**config.mk**
```make
export PLATFORM = sky130hd
export DESIGN_NAME = tx_hex_sched
export DESIGN_NICKNAME = d
export VERILOG_FILES = /design/src/rtl/tx_pkg.sv /design/src/rtl/rr_arbiter.sv /design/src/rtl/tx_hex_sched.sv
export SDC_FILE = /design/constraint.sdc
export NUM_CORES = 1
export LEC_CHECK = 0
export ABC_CLOCK_PERIOD_IN_PS = 3580
export CAP_MARGIN = 10
export CORE_AREA = 2 2 72 74
export CTS_BUF_LIST = sky130_fd_sc_hd__clkbuf_4 sky130_fd_sc_hd__clkbuf_8 sky130_fd_sc_hd__clkbuf_16
export DETAILED_ROUTE_END_ITERATION = 10
export DIE_AREA = 0 0 74 76
export DONT_BUFFER_PORTS = 1
export PLACE_DENSITY = 0.74
export SYNTH_ARGS = -nofsm -noshare
export SYNTH_HDL_FRONTEND = slang
export SYNTH_HIERARCHICAL = 1
export SYNTH_SLANG_ARGS = --single-unit
export TNS_END_PERCENT = 100
```
**constraint.sdc**
```tcl
create_clock -name clk -period 3.58 [get_ports clk]
set_clock_uncertainty 0.05 [all_clocks]
set_input_delay 0.179 -clock clk [delete_from_list [all_inputs] [get_ports clk]]
set_output_delay 0.179 -clock clk [all_outputs]
set_load 0.005 [all_outputs]
```
**src/rtl/tx_pkg.sv**
```systemverilog
// Shared types and ASCII helpers for the hex-dump transmit scheduler.
package tx_pkg;

    typedef enum logic [1:0] {
        ST_IDLE = 2'd0,
        ST_SEND = 2'd1,
        ST_GAP  = 2'd2
    } state_t;

    localparam logic [7:0] ASCII_CR = 8'h0D;
    localparam logic [7:0] ASCII_LF = 8'h0A;
    localparam logic [7:0] ASCII_0  = 8'h30;
    localparam logic [7:0] ASCII_A  = 8'h41;

    function automatic logic [7:0] nib2ascii(input logic [3:0] n);
        logic [7:0] n8;
        n8 = {4'h0, n};
        if (n <= 4'd9) begin
            return ASCII_0 + n8;
        end
        return ASCII_A + n8 - 8'd10;
    endfunction

endpackage

```
**src/rtl/rr_arbiter.sv**
```systemverilog
// Combinational round-robin pick: first set request searching upward from last+1.
module rr_arbiter #(
    parameter int NCH = 2
) (
    input  logic [NCH-1:0]         req,
    input  logic [$clog2(NCH)-1:0] last,
    input  logic                   enable,
    output logic [NCH-1:0]         grant,
    output logic [$clog2(NCH)-1:0] grant_idx,
    output logic                   valid
);
    localparam int IW = $clog2(NCH);

    always_comb begin
        int unsigned c;
        grant     = '0;
        grant_idx = '0;
        valid     = 1'b0;
        c         = 0;
        if (enable) begin
            for (int unsigned k = 1; k <= NCH; k++) begin
                c = (32'(last) + k) % NCH;
                if (!valid && req[c]) begin
                    valid     = 1'b1;
                    grant[c]  = 1'b1;
                    grant_idx = IW'(c);
                end
            end
        end
    end

endmodule

```
**src/rtl/tx_hex_sched.sv**
```systemverilog
// Shares one UART byte transmitter among NCH requesters, sending each word as
// uppercase ASCII hex (MSB nibble first), optionally terminated by CR LF.
module tx_hex_sched
    import tx_pkg::*;
#(
    parameter int NCH    = 2,
    parameter int DIGITS = 8,
    parameter int EOL    = 1
) (
    input  logic                     clk,
    input  logic                     rst,
    input  logic [NCH-1:0]           req,
    input  logic [NCH*4*DIGITS-1:0]  word,
    output logic [NCH-1:0]           ack,
    output logic                     busy,
    output logic [$clog2(NCH)-1:0]   grant_id,
    output logic                     tx_ready,
    output logic [7:0]               tx_data,
    input  logic                     tx_rd
);
    localparam int W  = 4 * DIGITS;
    localparam int N  = DIGITS + 2 * EOL;
    localparam int IW = $clog2(NCH);
    localparam int XW = (N > 1) ? $clog2(N) : 1;

    state_t          state_q, state_d;
    logic [W-1:0]    word_q, word_d;
    logic [XW-1:0]   idx_q, idx_d;
    logic [IW-1:0]   last_q, last_d;
    logic [IW-1:0]   grant_id_q, grant_id_d;
    logic [NCH-1:0]  ack_q, ack_d;
    logic            busy_q, busy_d;
    logic            tx_ready_q, tx_ready_d;
    logic [7:0]      tx_data_q, tx_data_d;

    logic [NCH-1:0]  arb_grant;
    logic [IW-1:0]   arb_idx;
    logic            arb_valid;
    logic [W-1:0]    sel_word;

    function automatic logic [7:0] char_of(input logic [W-1:0] w, input logic [XW-1:0] i);
        logic [W-1:0] sh;
        if (32'(i) < DIGITS) begin
            sh = w >> (4 * (DIGITS - 1 - int'(i)));
            return nib2ascii(sh[3:0]);
        end else if (32'(i) == DIGITS) begin
            return ASCII_CR;
        end
        return ASCII_LF;
    endfunction

    rr_arbiter #(.NCH(NCH)) u_arb (
        .req       (req),
        .last      (last_q),
        .enable    (state_q == ST_IDLE),
        .grant     (arb_grant),
        .grant_idx (arb_idx),
        .valid     (arb_valid)
    );

    always_comb begin
        sel_word = '0;
        for (int unsigned i = 0; i < NCH; i++) begin
            if (arb_grant[i]) sel_word = word[i*W +: W];
        end
    end

    always_comb begin
        state_d    = state_q;
        word_d     = word_q;
        idx_d      = idx_q;
        last_d     = last_q;
        grant_id_d = grant_id_q;
        ack_d      = '0;
        busy_d     = busy_q;
        tx_ready_d = tx_ready_q;
        tx_data_d  = tx_data_q;
        unique case (state_q)
            ST_IDLE: begin
                if (arb_valid) begin
                    word_d     = sel_word;
                    grant_id_d = arb_idx;
                    last_d     = arb_idx;
                    idx_d      = '0;
                    ack_d      = arb_grant;
                    busy_d     = 1'b1;
                    tx_ready_d = 1'b1;
                    tx_data_d  = char_of(sel_word, '0);
                    state_d    = ST_SEND;
                end
            end
            ST_SEND: begin
                if (tx_rd) begin
                    tx_ready_d = 1'b0;
                    if (idx_q == XW'(N - 1)) begin
                        busy_d  = 1'b0;
                        state_d = ST_IDLE;
                    end else begin
                        idx_d   = idx_q + XW'(1);
                        state_d = ST_GAP;
                    end
                end
            end
            ST_GAP: begin
                tx_ready_d = 1'b1;
                tx_data_d  = char_of(word_q, idx_q);
                state_d    = ST_SEND;
            end
            default: state_d = ST_IDLE;
        endcase
    end

    always_ff @(posedge clk or negedge rst) begin
        if (!rst) begin
            state_q    <= ST_IDLE;
            word_q     <= '0;
            idx_q      <= '0;
            last_q     <= IW'(NCH - 1);
            grant_id_q <= '0;
            ack_q      <= '0;
            busy_q     <= 1'b0;
            tx_ready_q <= 1'b0;
            tx_data_q  <= '0;
        end else begin
            state_q    <= state_d;
            word_q     <= word_d;
            idx_q      <= idx_d;
            last_q     <= last_d;
            grant_id_q <= grant_id_d;
            ack_q      <= ack_d;
            busy_q     <= busy_d;
            tx_ready_q <= tx_ready_d;
            tx_data_q  <= tx_data_d;
        end
    end

    assign ack      = ack_q;
    assign busy     = busy_q;
    assign grant_id = grant_id_q;
    assign tx_ready = tx_ready_q;
    assign tx_data  = tx_data_q;

endmodule

```
==> report_table.html <==
<table>
<tr><th>Metric</th><th>Value</th></tr>
<tr><th colspan="2">Routing</th></tr>
<tr><td>Iteration-0 DRC Markers</td><td>104</td></tr>
<tr><td>Total number of vias</td><td>2219</td></tr>
<tr><td>Routed Antenna Nets</td><td>0</td></tr>
<tr><td>Routed WL per cell</td><td>roughly 17 um</td></tr>
<tr><td>Vias per cell</td><td>5.97</td></tr>
<tr><td>Post-detailed-route DRC marker count</td><td>0</td></tr>
<tr><td>Pre-Repair DR Iteration Count</td><td>4</td></tr>
<tr><td>Total wirelength of the detailed-routed design</td><td>6.34 mm</td></tr>
<tr><th colspan="2">Synthesis</th></tr>
<tr><td>Sequential cell area fraction in the yosys report</td><td>45.5%</td></tr>
<tr><td>Most used flip-flop cell after synthesis</td><td>sky130_fd_sc_hd__dfrtp_1</td></tr>
<tr><td>Number of storage elements in the synthesis netlist</td><td>a little over 50</td></tr>
<tr><td>Area share of the largest cell type after synthesis</td><td>44.6%</td></tr>
<tr><td>Synth Area per Inst</td><td>9.51 um^2</td></tr>
<tr><td>Count of cell types in the netlist</td><td>48</td></tr>
<tr><td>Share of async-settable or async-resettable flops after synthesis</td><td>100%</td></tr>
<tr><td>Cell type with the highest aggregate area in the netlist</td><td>sky130_fd_sc_hd__dfrtp_1</td></tr>
<tr><td>Yosys Warn Count</td><td>6</td></tr>
<tr><td>Post-synthesis cell count</td><td>295</td></tr>
<tr><td>Syn_nets</td><td>370</td></tr>
<tr><td>EDFF count, synth</td><td>0</td></tr>
<tr><td>Cells taking the most area after synthesis</td><td>sky130_fd_sc_hd__dfrtp_1 45%, sky130_fd_sc_hd__a221oi_1 9.1%, sky130_fd_sc_hd__nor2_1 9.0%</td></tr>
<tr><td>Netlist area before placement</td><td>2810 um^2</td></tr>
<tr><th colspan="2">Setup path</th></tr>
<tr><td>Crit-path slowest cell</td><td>sky130_fd_sc_hd__dfrtp_1</td></tr>
<tr><td>Critical Path AT</td><td>3.42 ns</td></tr>
<tr><td>Type of destination of the critical path</td><td>flop</td></tr>
<tr><td>Critical path startpoint category</td><td>flop</td></tr>
<tr><td>Slack of the worst reg-to-reg path</td><td>0.30 ns</td></tr>
<tr><td>Cell Chain, Critical Path</td><td>nor2_1 &gt; nand2_1 &gt; a21oi_2 &gt; nor2b_2 &gt; a22oi_1 &gt; inv_1 &gt; ha_1 &gt; o2bb2ai_1 &gt; o2bb2ai_1 &gt; and3_1 &gt; o31a_1 &gt; a221o_1</td></tr>
<tr><td>Launch instance of the worst register-to-register path</td><td>state_q[1]</td></tr>
<tr><td>Critical path class</td><td>flop to flop</td></tr>
<tr><td>Largest stage delay on the critical path</td><td>0.50 ns</td></tr>
<tr><td>Reg2reg end</td><td>tx_data[0]</td></tr>
<tr><td>CP max FO</td><td>11</td></tr>
<tr><td>Worst R2R Path Depth</td><td>12</td></tr>
<tr><td>Required time of the critical path</td><td>around 3.7 ns</td></tr>
<tr><td>Library cell appearing most often on the critical path</td><td>sky130_fd_sc_hd__o2bb2ai_1</td></tr>
<tr><th colspan="2">STA</th></tr>
<tr><td>Number of slew-limit violations in the final report</td><td>0</td></tr>
<tr><td>Count of final hold-check violations</td><td>0</td></tr>
<tr><td>Max-Slew Margin vs Limit</td><td>about half</td></tr>
<tr><td>Worst slew pin tran</td><td>0.733 ns</td></tr>
<tr><td>Post-route setup TNS</td><td>0 ns</td></tr>
<tr><td>Maximum clock rate</td><td>~300 MHz</td></tr>
<tr><td>Setup repair after global routing missed its margin</td><td>true</td></tr>
<tr><td>Shortest clock period the worst path allows after layout</td><td>about 3.3 ns</td></tr>
<tr><td>Share of the cycle needed by the critical path after routing</td><td>91.7%</td></tr>
<tr><td># setup viols final</td><td>0</td></tr>
<tr><th colspan="2">Clocking</th></tr>
<tr><td>Clock sink count</td><td>51</td></tr>
<tr><td>Maximum level of the CTS H-tree</td><td>2</td></tr>
<tr><td>Post-CTS setup buffer count</td><td>0</td></tr>
<tr><td>TritonCTS clock tree</td><td>yes</td></tr>
<tr><td>Maximum root-to-sink buffer count</td><td>2</td></tr>
<tr><td>Clock latency on the worst-skew pair</td><td>0.30 ns</td></tr>
<tr><td>Clk slew on worst S/H paths</td><td>0.09 ns</td></tr>
<tr><td>Total clock buffers created by CTS</td><td>5</td></tr>
<tr><td>Post_cts resized</td><td>0</td></tr>
<tr><td>Clock Root Buffer</td><td>sky130_fd_sc_hd__clkbuf_8</td></tr>
<tr><th colspan="2">Power</th></tr>
<tr><td>Total power after layout</td><td>between 0.002 and 0.003 W</td></tr>
<tr><td>Part of the total power dissipated in sequential elements</td><td>a little over a third</td></tr>
<tr><td>Worst vdd ir</td><td>approximately 0.00047 V</td></tr>
<tr><td>Power Dens Cells</td><td>942 nW/um^2</td></tr>
<tr><td>Internal power</td><td>0.00168 W</td></tr>
<tr><td>Pleak</td><td>between 1 and 1.5 nW</td></tr>
<tr><td>Net Sw Power</td><td>0.00125 W</td></tr>
<tr><td>Switching part of the total power</td><td>42.7%</td></tr>
<tr><td>Combinational fraction of design power</td><td>a little over half</td></tr>
<tr><td>Fraction of power consumed by the clock network</td><td>11.5%</td></tr>
<tr><th colspan="2">GRT</th></tr>
<tr><td>Antenna violations before repair</td><td>0</td></tr>
<tr><td>Via count of the first global-routing pass</td><td>roughly 2200</td></tr>
<tr><td>Global-route total usage across every layer</td><td>24.0%</td></tr>
<tr><td>Residual overflow from global routing</td><td>0</td></tr>
<tr><td>Maximum number of pins on one net before global-route repair</td><td>52</td></tr>
<tr><td>Global-route wire length before repair</td><td>approximately 10 mm</td></tr>
<tr><th colspan="2">Layout</th></tr>
<tr><td>Filler cells</td><td>403</td></tr>
<tr><td>Diodes inserted</td><td>0</td></tr>
<tr><td>Nets@finish</td><td>about 380</td></tr>
<tr><td>Filler-free cell count of the finished design</td><td>372</td></tr>
<tr><td>Layout overhead on the synthesized area</td><td>11.1%</td></tr>
<tr><td>Fraction of final layout cells with drive strength greater than 1</td><td>roughly a tenth</td></tr>
<tr><th colspan="2">Placement</th></tr>
<tr><td>Number of buffers added on ports</td><td>0</td></tr>
<tr><td>Half-perimeter wire length after placement</td><td>4.42 mm</td></tr>
<tr><td>DP Cell Count</td><td>346</td></tr>
<tr><td>Gp weighted congestion</td><td>between 0.9 and 1</td></tr>
<tr><th colspan="2">Min path</th></tr>
<tr><td>Worst hold path stage count</td><td>2</td></tr>
<tr><td>Hold crit path type</td><td>input pin to flop</td></tr>
<tr><td>Start point of the worst min-delay path</td><td>word[20]</td></tr>
<tr><td>Endpoint of the worst hold path</td><td>word_q[20]</td></tr>
<tr><th colspan="2">Die</th></tr>
<tr><td>Initial core utilization</td><td>between 50% and 60%</td></tr>
<tr><td># IOs</td><td>82</td></tr>
<tr><td>Die footprint</td><td>5620 um^2</td></tr>
<tr><td>Core Footprint</td><td>4910 um^2</td></tr>
<tr><td>Die span in y</td><td>approximately 76 um</td></tr>
<tr><td>X dimension of the die</td><td>74 um</td></tr>
<tr><td>Placement row count</td><td>26</td></tr>
<tr><th colspan="2">Run</th></tr>
<tr><td>Max Cap Viol</td><td>0</td></tr>
<tr><th colspan="2">Status</th></tr>
<tr><td>Result of the run</td><td>completed</td></tr>
</table>
==> layout make-up <==
| cell class | count | area [um^2] | area share, % |
|---|---|---|---|
| clock buffers | 6 | 76.3 | 2.45 |
| clock inverters | 2 | 16.3 | 0.522 |
| inverters | 9 | 33.8 | 1.08 |
| multi-input cells | 212 | 1400 | 44.8 |
| flip-flops and latches | 51 | 1280 | 41.0 |
| well taps | 70 | 87.6 | 2.81 |
| repair buffers | 22 | 228 | 7.31 |
==> power by group through the flow <==
stage / combinational [W] / clock, W / sequential [W]
2_1_floorplan: 0.00127 / 0 / 0.000977
4_1_cts: 0.00153 / 0.000347 / 0.00107
6_report: 0.00154 / 0.000336 / 0.00106
3_5_place_dp: 0.00146 / 0 / 0.00108
3_3_place_gp: 0.00143 / 0 / 0.00107
5_1_grt: 0.00174 / 0.000371 / 0.00111
==> synthesized netlist by cell type (2+ instances only) <==
cell and number:
sky130_fd_sc_hd__nor2_1 67, sky130_fd_sc_hd__dfrtp_1 50, sky130_fd_sc_hd__a221oi_1 29, sky130_fd_sc_hd__nand2_1 20
sky130_fd_sc_hd__clkbuf_1 16, sky130_fd_sc_hd__inv_1 9, sky130_fd_sc_hd__o21ai_0 9, sky130_fd_sc_hd__a21oi_1 7
sky130_fd_sc_hd__mux2i_1 7, sky130_fd_sc_hd__ha_1 6, sky130_fd_sc_hd__mux4_2 5, sky130_fd_sc_hd__nand2b_1 5
sky130_fd_sc_hd__a22oi_1 4, sky130_fd_sc_hd__and2_1 4, sky130_fd_sc_hd__nand3_1 4, sky130_fd_sc_hd__nor2b_1 4
sky130_fd_sc_hd__a221o_1 3, sky130_fd_sc_hd__a31oi_1 3, sky130_fd_sc_hd__buf_1 3, sky130_fd_sc_hd__or2_2 3
sky130_fd_sc_hd__a211oi_1 2, sky130_fd_sc_hd__buf_6 2, sky130_fd_sc_hd__mux2_2 2, sky130_fd_sc_hd__nand3b_1 2
sky130_fd_sc_hd__nor3_1 2, sky130_fd_sc_hd__o2bb2ai_1 2, sky130_fd_sc_hd__o31ai_1 2, sky130_fd_sc_hd__or3_1 2
sky130_fd_sc_hd__xnor2_1 2
==> registers in the layout (all words and copies together), names as in the netlist <==
signal	flops
state_q	2
ack	2
word_q	32
grant_id	1
idx_q	4
tx_data	7
busy	1
tx_ready	1
last_q	1
==> routing by layer <==
| metal | routed length, um | vias to the layer above | track usage (%) |
|---|---|---|---|
| met5 | 0 | - | 0 |
| met4 | 195 | 0 | 8.55 |
| met3 | 334 | 16 | 4.89 |
| met2 | 3130 | 75 | 38.3 |
| met1 | 2680 | 1057 | 32.2 |
| li1 | - | 1071 | - |
==> cells by family after synthesis <==
kind of cell	count (synthesis)	synth area share, %
XOR/XNOR	3	0.936
AO/OA/AOI/OAI	70	19.2
AND/OR/NAND/NOR	117	18.5
buffers and inverters	32	4.99
adder cells (fa/ha/maj)	6	2.67
multiplexers	15	8.11
other	1	0.134
flip-flops	51	45.5
==> layout by cell type, fill, tap and decap left out, types with 2 or more instances in the layout <==
cell,netlist,final
sky130_fd_sc_hd__nor2_1,67,66
sky130_fd_sc_hd__nand3b_1,2,2
sky130_fd_sc_hd__a211oi_1,2,2
sky130_fd_sc_hd__nor3_1,2,2
sky130_fd_sc_hd__o2bb2ai_1,2,2
sky130_fd_sc_hd__o31ai_1,2,2
sky130_fd_sc_hd__a221o_1,3,3
sky130_fd_sc_hd__nand2_1,20,20
sky130_fd_sc_hd__a22oi_1,4,4
sky130_fd_sc_hd__nand3_1,4,4
sky130_fd_sc_hd__mux2i_1,7,7
sky130_fd_sc_hd__and2_1,4,4
sky130_fd_sc_hd__a221oi_1,29,29
sky130_fd_sc_hd__or3_1,2,2
sky130_fd_sc_hd__or2_2,3,3
sky130_fd_sc_hd__mux4_2,5,5
sky130_fd_sc_hd__mux2_2,2,2
sky130_fd_sc_hd__ha_1,6,6
sky130_fd_sc_hd__xnor2_1,2,2
sky130_fd_sc_hd__nor2b_1,4,3
sky130_fd_sc_hd__o21ai_0,9,9
sky130_fd_sc_hd__dfrtp_1,50,50
sky130_fd_sc_hd__a31oi_1,3,3
sky130_fd_sc_hd__inv_1,9,9
sky130_fd_sc_hd__buf_4,1,4
sky130_fd_sc_hd__dlygate4sd3_1,0,17
sky130_fd_sc_hd__clkbuf_8,0,5
sky130_fd_sc_hd__a21oi_1,7,6
sky130_fd_sc_hd__nand2b_1,5,5
==> worst max path at each step <==
stage	from	end	slack (ns)	depth (start not counted)
final	state_q[1]	tx_data[0]	0.30	12
after global routing	state_q[0]	tx_data[0]	-0.02	12
after CTS	state_q[0]	tx_data[1]	0.36	11
after detailed placement	state_q[0]	tx_data[1]	0.38	11
after global placement	state_q[0]	tx_data[0]	0.48	12
after floorplan	state_q[0]	tx_data[0]	0.67	14
==> critical path: cells and delay by family, from the launching register on <==
family / cells / cell delay (ns)
and+or+nand+nor: 4 / 0.69
AOI/OAI and AO/OA: 6 / 1.56
buffers and inverters: 1 / 0.15
DFF: 1 / 0.50
adders and majority gates: 1 / 0.22
==> through the flow <==
step	setup WS [ns]	area, um^2	hold WS [ns]	utilization [%]
finish	0.298	3120	0.00464	63.4
floorplan	0.675	2810	-0.167	-
global placement	0.483	2830	-0.166	57.5
detailed placement	0.384	2830	-0.166	57.5
CTS	0.355	3120	0.0000905	63.4
global route	-0.0159	3120	0.00707	63.4
==> timing repair <==
action / CTS / global route
hold buffers: 18 / 0
endpoints found under the setup margin: 0 / 1
hold endpoints to repair: 63 / 0
No activity file was read; power rests on OpenSTA's default activity.
